**src/rtl/qadd_rr_sched.sv**
```systemverilog
// Round-robin shared fixed-point adder with one registered, tagged output stage.
// Optional QADD_SAT_EN: saturate the sum on signed overflow instead of wrapping.
module qadd_rr_sched #(
    parameter int N    = 8,
    parameter int Q    = 4,
    parameter int NREQ = 4,
    parameter int IDW  = 2
) (
    input  logic              clk,
    input  logic              rst_n,
    input  logic [NREQ-1:0]   req_valid,
    output logic [NREQ-1:0]   req_ready,
    input  logic [NREQ*N-1:0] req_a,
    input  logic [NREQ*N-1:0] req_b,
    output logic              res_valid,
    input  logic              res_ready,
    output logic [N-1:0]      res_data,
    output logic [IDW-1:0]    res_id,
    output logic              res_ovf,
    output logic              busy
);

    if (Q >= N || (1 << IDW) < NREQ) begin : g_cfg_err
        $error("qadd_rr_sched: bad Q/IDW for given N/NREQ");
    end

    logic           valid_q, valid_d;
    logic [N-1:0]   data_q, data_d;
    logic [IDW-1:0] id_q, id_d;
    logic           ovf_q, ovf_d;
    logic [IDW-1:0] ptr_q, ptr_d;

    logic           found;
    logic [IDW-1:0] win;
    logic [IDW-1:0] idx;
    logic           slot_free;
    logic           accept;
    logic [N-1:0]   a_sel, b_sel, raw, sum;
    logic           ovf;

    // Scan ptr, ptr+1, ... modulo NREQ; first valid requester wins.
    always_comb begin
        found = 1'b0;
        win   = '0;
        idx   = '0;
        for (int k = 0; k < NREQ; k++) begin
            idx = IDW'((int'(ptr_q) + k) % NREQ);
            if (!found && req_valid[idx]) begin
                found = 1'b1;
                win   = idx;
            end
        end
    end

    always_comb begin
        a_sel = '0;
        b_sel = '0;
        for (int i = 0; i < NREQ; i++) begin
            if (IDW'(i) == win) begin
                a_sel = req_a[i*N +: N];
                b_sel = req_b[i*N +: N];
            end
        end
    end

    assign raw = a_sel + b_sel;
    assign ovf = (a_sel[N-1] == b_sel[N-1]) && (raw[N-1] != a_sel[N-1]);

`ifdef QADD_SAT_EN
    assign sum = !ovf ? raw :
                 a_sel[N-1] ? {1'b1, {(N-1){1'b0}}} : {1'b0, {(N-1){1'b1}}};
`else
    assign sum = raw;
`endif

    assign slot_free = !valid_q || res_ready;
    assign accept    = slot_free && found && rst_n;

    always_comb begin
        req_ready = '0;
        if (accept) req_ready[win] = 1'b1;
    end

    always_comb begin
        valid_d = valid_q;
        data_d  = data_q;
        id_d    = id_q;
        ovf_d   = ovf_q;
        ptr_d   = ptr_q;
        if (accept) begin
            valid_d = 1'b1;
            data_d  = sum;
            id_d    = win;
            ovf_d   = ovf;
            ptr_d   = (win == IDW'(NREQ-1)) ? '0 : win + 1'b1;
        end else if (valid_q && res_ready) begin
            valid_d = 1'b0;
        end
    end

    always_ff @(posedge clk or negedge rst_n) begin
        if (!rst_n) begin
            valid_q <= 1'b0;
            data_q  <= '0;
            id_q    <= '0;
            ovf_q   <= 1'b0;
            ptr_q   <= '0;
        end else begin
            valid_q <= valid_d;
            data_q  <= data_d;
            id_q    <= id_d;
            ovf_q   <= ovf_d;
            ptr_q   <= ptr_d;
        end
    end

    assign res_valid = valid_q;
    assign res_data  = data_q;
    assign res_id    = id_q;
    assign res_ovf   = ovf_q;
    assign busy      = valid_q || (|req_valid);

endmodule

```
**config.mk**
```make
export PLATFORM = sky130hd
export DESIGN_NAME = qadd_rr_sched
export DESIGN_NICKNAME = d
export VERILOG_FILES = /design/src/rtl/qadd_rr_sched.sv
export SDC_FILE = /design/constraint.sdc
export NUM_CORES = 1
export LEC_CHECK = 0
export BUFFER_PORTS_ARGS = -buffer_cell sky130_fd_sc_hd__clkbuf_2
export CAP_MARGIN = 20
export CORE_MARGIN = 2
export CORE_UTILIZATION = 44
export CTS_CLUSTER_SIZE = 20
export DETAILED_ROUTE_END_ITERATION = 16
export PLACE_DENSITY_LB_ADDON = 0.12
export SKIP_CTS_REPAIR_TIMING = 1
export SYNTH_ARGS = -nofsm -noshare
export SYNTH_HDL_FRONTEND = slang
export SYNTH_SLANG_ARGS = --single-unit
```
**constraint.sdc**
```tcl
create_clock -name clk -period 4.54 [get_ports clk]
set_clock_uncertainty 0.15 [all_clocks]
set_input_delay 0 -clock clk [delete_from_list [all_inputs] [get_ports clk]]
set_output_delay 0 -clock clk [all_outputs]
set_load 0.005 [all_outputs]
```
-- Word-level counts from Yosys, hierarchy flattened
Cells that the tools add are included.
- $add $sub $neg: 5
- $mul: 0
- div/mod/pow operators: 0
- magnitude comparators: 6
- eq/ne operators: 6
- shifts and indexed selects: 0
- mux-type cells: 30
- bitwise logic cells: 0
- reduce and logical (&&, ||, !) cells: 17
- operators with widths (operator ; number):
    $mux W8 ; 8
    $lt A2 B3 Y1 const B ; 5
    $mux W1 ; 11
    $mux W2 ; 5
    $add A8 B8 Y8 ; 1
    $bmux W1 S2 ; 4
    $logic_and A1 B1 Y1 ; 8
    $add A2 B1 Y2 const B ; 2
    $add A2 B2 Y2 const B ; 2
    $eq A2 B2 Y1 const A ; 2
    $logic_not A1 Y1 ; 4
    $mux W4 ; 1
    $reduce_or A4 Y1 ; 1
    $demux W1 S2 ; 1
    $eq A1 B2 Y1 const A ; 1
    $eq A2 B2 Y1 const B ; 1
    $ge A2 B1 Y1 const B ; 1
    $logic_not A2 Y1 ; 1
    $logic_or A1 B1 Y1 ; 2
    $reduce_bool A2 Y1 ; 1
    $eq A1 B1 Y1 ; 1
    $ne A1 B1 Y1 ; 1
- register bits after elaboration: 14
- bits in latches: 0
- RAM bits: 0
- bits in read-only memories: 0
- output and inout bits: 17
- word-level logic and storage cells: 69
- memories kept: 0

-- Depth between registers and ports, before layout
- depth after elaboration: 20
- gate-level depth with buffers: 20
- mapped depth without buffers: 18

-- Least setup slack after synthesis
Ideal clock, no wire load.
- path type: register to register
- start: reg ptr_q[1]
- end: reg ovf_q, in the netlist res_ovf
- setup time: 0.074 ns
- arrival: 3.396 ns
- required time: 4.316 ns
- setup slack: 0.920 ns
- stages on the path, launching flop included: 17
- buffers on the path: 2
- clock period less this slack: 3.620 ns
- path through: dfrtp_1 -> nand2b_1 -> a21oi_1 -> a211oi_1 -> ha_1 -> buf_6 -> clkbuf_1 -> a22oi_1 -> nor2_1 -> a21oi_1 -> o21ai_0 -> ha_1 -> a211oi_1 -> o211ai_1 -> a21oi_2 -> mux2_4 -> o21ai_2
- word-level cells in the longest chain between the ends: 20
- elaborated cells between the ends (all ways): 43
- ends and longest elaborated chain (item ; line ; source):
    start, declared ; 31 ; logic [IDW-1:0] ptr_q, ptr_d;
    start signal, assigned ; 113 ; ptr_q <= ptr_d;
    parallel branches: the longest is 11 deep, another holds $add A2 B1 Y2 ; -- ;
    $mux W2 * ; 48 ; if (!found && req_valid[idx]) begin
    named net win[0] ; 34 ; logic [IDW-1:0] win;
    $logic_not A2 Y1 ; 59 ; if (IDW'(i) == win) begin
    $mux W8 (4 in series) ; 59 ;
    $add A8 B8 Y8 ; 66 ; assign raw = a_sel + b_sel;
    $ne A1 B1 Y1 ; 67 ; assign ovf = (a_sel[N-1] == b_sel[N-1]) && (raw[N-1] != a_sel[N-1]);
    $logic_and A1 B1 Y1 * ; 67 ;
    end signal, assigned ; 112 ; ovf_q <= ovf_d;
    end, declared ; 30 ; logic ovf_q, ovf_d;
Mark *: on every way through the listed nets, which the timed path passes. The select of a mux whose other input is x is not followed.
A chain may end at the register's enable or synchronous reset.

-- Worst setup path after layout
Same ends and word-level chain as after synthesis.

==> impl_metrics.py <==
metrics = {
    "sta": {
        "rsz0062_at_grt": "no",
        "tightest_slew_ps": 901,
        "finalCritPeriodShare": 0.895,
        "worst_hold_slack_ps": 15.0,
        "setup_violations": 0,
        "setup_tns_ps": 0,
        "hold_viol": 0,
        "max_freq_mhz": 246,
        "relSlewSlack": 0.398,
        "final-max-slew-violation-count": 0,
        "post-route-min-period_ps": 4060,
    },
    "synth": {
        "synth_cell_types": 41,
        "synth_top_family_by_area": "compound AO/OA/AOI/OAI gates",
        "post_synth_inst_count": 200,
        "syn_area_sq_um": 1500,
        "synth_fa_ha_area_frac": 0.105,
        "yosysWarnings": 0,
        "syn-num-nets": 283,
        "synth-async-reset-ratio": 1.00,
        "ys_ff_latch": 14,
        "synthMuxAreaShare": 0.0308,
        "ys.flop_type": "dfrtp_1",
        "ys_seq_area_frac": 0.233,
        "synth_xor_area_frac": 0.0233,
        "synth_compound_area_frac": 0.318,
        "avgSynthCellArea_sq_um": 7.52,
        "synth_edf_count": 0,
        "synth-simple-area-share": 0.233,
    },
    "placed_design": {
        "dp_hpwl_um": 3210,
        "io_buffer_count": 87,
        "gp_congestion": 0.779,
    },
    "clocking": {
        "cts_root_buffer": "clkbuf_4",
        "cts_buffers": 3,
        "cts_buffer_depth": 2,
        "clk_pin_slew_worst_paths_ps": 90,
        "cts_tree": "built",
        "htree_levels": 1,
        "cts.sinks": 14,
        "clkLatencyLatePin_ps": 280,
    },
    "hold_path": {
        "hold_path.class": "input pin to asynchronous set/reset pin",
    },
    "setup_path": {
        "crit_fanout": 14,
        "arrival_ps": 4120,
        "cp-end-kind": "flop",
        "worstSetupPathType": "flop to flop",
        "crit_required_ps": 4590,
        "startpoint_type": "flop",
    },
    "global_route": {
        "grt_start_max_net_pins": 26,
        "grt_pass1_wl_um": 6570,
        "antenna_found_initial": 0,
        "grt_pass1_vias": 1513,
        "grt.total_usage": 0.201,
        "grt-ovfl-total": 0,
    },
    "die": {
        "die_width_um": 62.5,
        "core_area_sq_um": 3310,
        "rows": 21,
        "initial_core_util": 0.454,
        "dieHeight_um": 62.5,
        "io_pins": 88,
        "fp.dieArea_sq_um": 3900,
    },
    "final_layout": {
        "final_cell_mix": "87 x clkbuf_2, 35 x nand2_1, 18 x a21oi_1",
        "mostFrequentLayoutCell": "clkbuf_2",
        "layout-drive-gt1-share": 0.367,
        "syn2layout_area_growth_pct": 35.4,
        "nets": 370,
        "fillers": 349,
        "n_antenna_cell": 0,
    },
    "power": {
        "power.density_nw_per_um2": 513,
        "peakVddDrop_uv": 209,
        "leakagePower_uw": 0.00107,
    },
    "route": {
        "drtAntennaViolNets": 0,
        "dr.pass1.iters": 4,
        "routed_wl_um": 3840,
        "vias": 1680,
        "drc": 0,
        "wl_per_cell_um": 11.6,
        "drt_iter0_markers": 38,
        "routed_via_density": 5.06,
    },
    "status": {
        "status": "complete, no violations",
    },
    "flow_run": {
        "drv_cap": 0,
    },
}
[logic make-up (layout without fill, tap and decap cells)]
kind of cell / after synthesis / in the layout
buffers and inverters: 18 / 104
AND/OR/NAND/NOR: 74 / 74
flip-flops: 14 / 14
adder cells (fa/ha/maj): 12 / 12
XOR/XNOR: 4 / 4
AO/OA/AOI/OAI: 74 / 74
multiplexers: 4 / 4
[area by class of cell]
cell class              count  area [sq um]  share of cell area
flip-flops and latches     14           350               0.172
inverters                   5          18.8             0.00922
repair buffers             95           505               0.248
clock buffers               4          36.3              0.0178
multi-input cells         168          1070               0.524
well taps                  46          57.6              0.0283
[sequential cells by signal (all words and copies together), names as in the netlist]
register	flops
res_id	2
ptr_q	2
res_ovf	1
res_valid	1
res_data	8
[path summary, 6_finish.rpt]
| check | from | endpoint | slack (ps) | cells past startpoint |
|---|---|---|---|---|
| min reg2reg | res_data[0] | res_data[0] | 330 | 2 |
| min | rst_n | ptr_q[1] | 10 | 2 |
| max reg2reg | ptr_q[1] | res_ovf | 480 | 16 |
| max in group asynchronous | rst_n | res_data[5] | 3960 | 2 |
| min in group clk | req_b[24] | res_data[0] | 20 | 6 |
| max | ptr_q[1] | res_ovf | 480 | 16 |
[power breakdown]
group          switching [uW]  total (uW)  internal [uW]  leakage, uW
Sequential               29.1         205            176     0.000170
Combinational             410         751            341     0.000880
Clock                    40.4        89.1           48.8    0.0000210
Total                     480        1040            565      0.00107
[worst max-delay path: stages (launching register included)]
cell and delay (ps):
dfrtp_1 430, nand2b_1 140, a21oi_1 60, a211oi_1 490
inv_1 130, ha_1 290, nor2b_2 250, a22oi_1 190
nor2_1 60, a21oi_1 160, o21ai_0 170, ha_1 370
a211oi_1 300, o211ai_1 140, a21oi_2 210, mux2_4 320
o21ai_2 100
[routing by layer]
| layer | part of all wire | track usage | wire (um) |
|---|---|---|---|
| met3 | 0.059 | 0.0162 | 227 |
| met2 | 0.45 | 0.328 | 1720 |
| met5 | 0 | 0 | 0 |
| met4 | 0.0036 | 0.0417 | 14 |
| met1 | 0.49 | 0.291 | 1880 |
[per-stage QoR]
step | std cells | utilization | worst slack, ps | cell area [sq um] | power, uW
final | 332 | 0.615 | 476 | 2040 | 1040
after global routing | 332 | 0.615 | 152 | 2040 | 1170
after CTS | 328 | 0.603 | 512 | 2000 | 1040
after detailed placement | 324 | 0.592 | 534 | 1960 | 953
after global placement | 324 | 0.592 | 586 | 1960 | 943
after floorplan | 200 | - | 920 | 1500 | 762
[cell usage after synthesis (3+ instances only)]
master | n | area share
nor2_1 | 17 | 0.042
a22oi_1 | 14 | 0.070
dfrtp_1 | 14 | 0.23
a21oi_1 | 18 | 0.060
nand2_1 | 35 | 0.087
nor2b_1 | 4 | 0.017
o21ai_1 | 10 | 0.033
ha_1 | 11 | 0.092
buf_2 | 3 | 0.010
inv_1 | 5 | 0.012
a21o_1 | 4 | 0.020
and2_1 | 4 | 0.017
o21ai_0 | 12 | 0.040
nand2b_1 | 3 | 0.012
a211oi_1 | 3 | 0.015
clkbuf_1 | 7 | 0.017
xnor2_1 | 3 | 0.017
nand3_1 | 4 | 0.013
(Power assumes the default switching activity.)
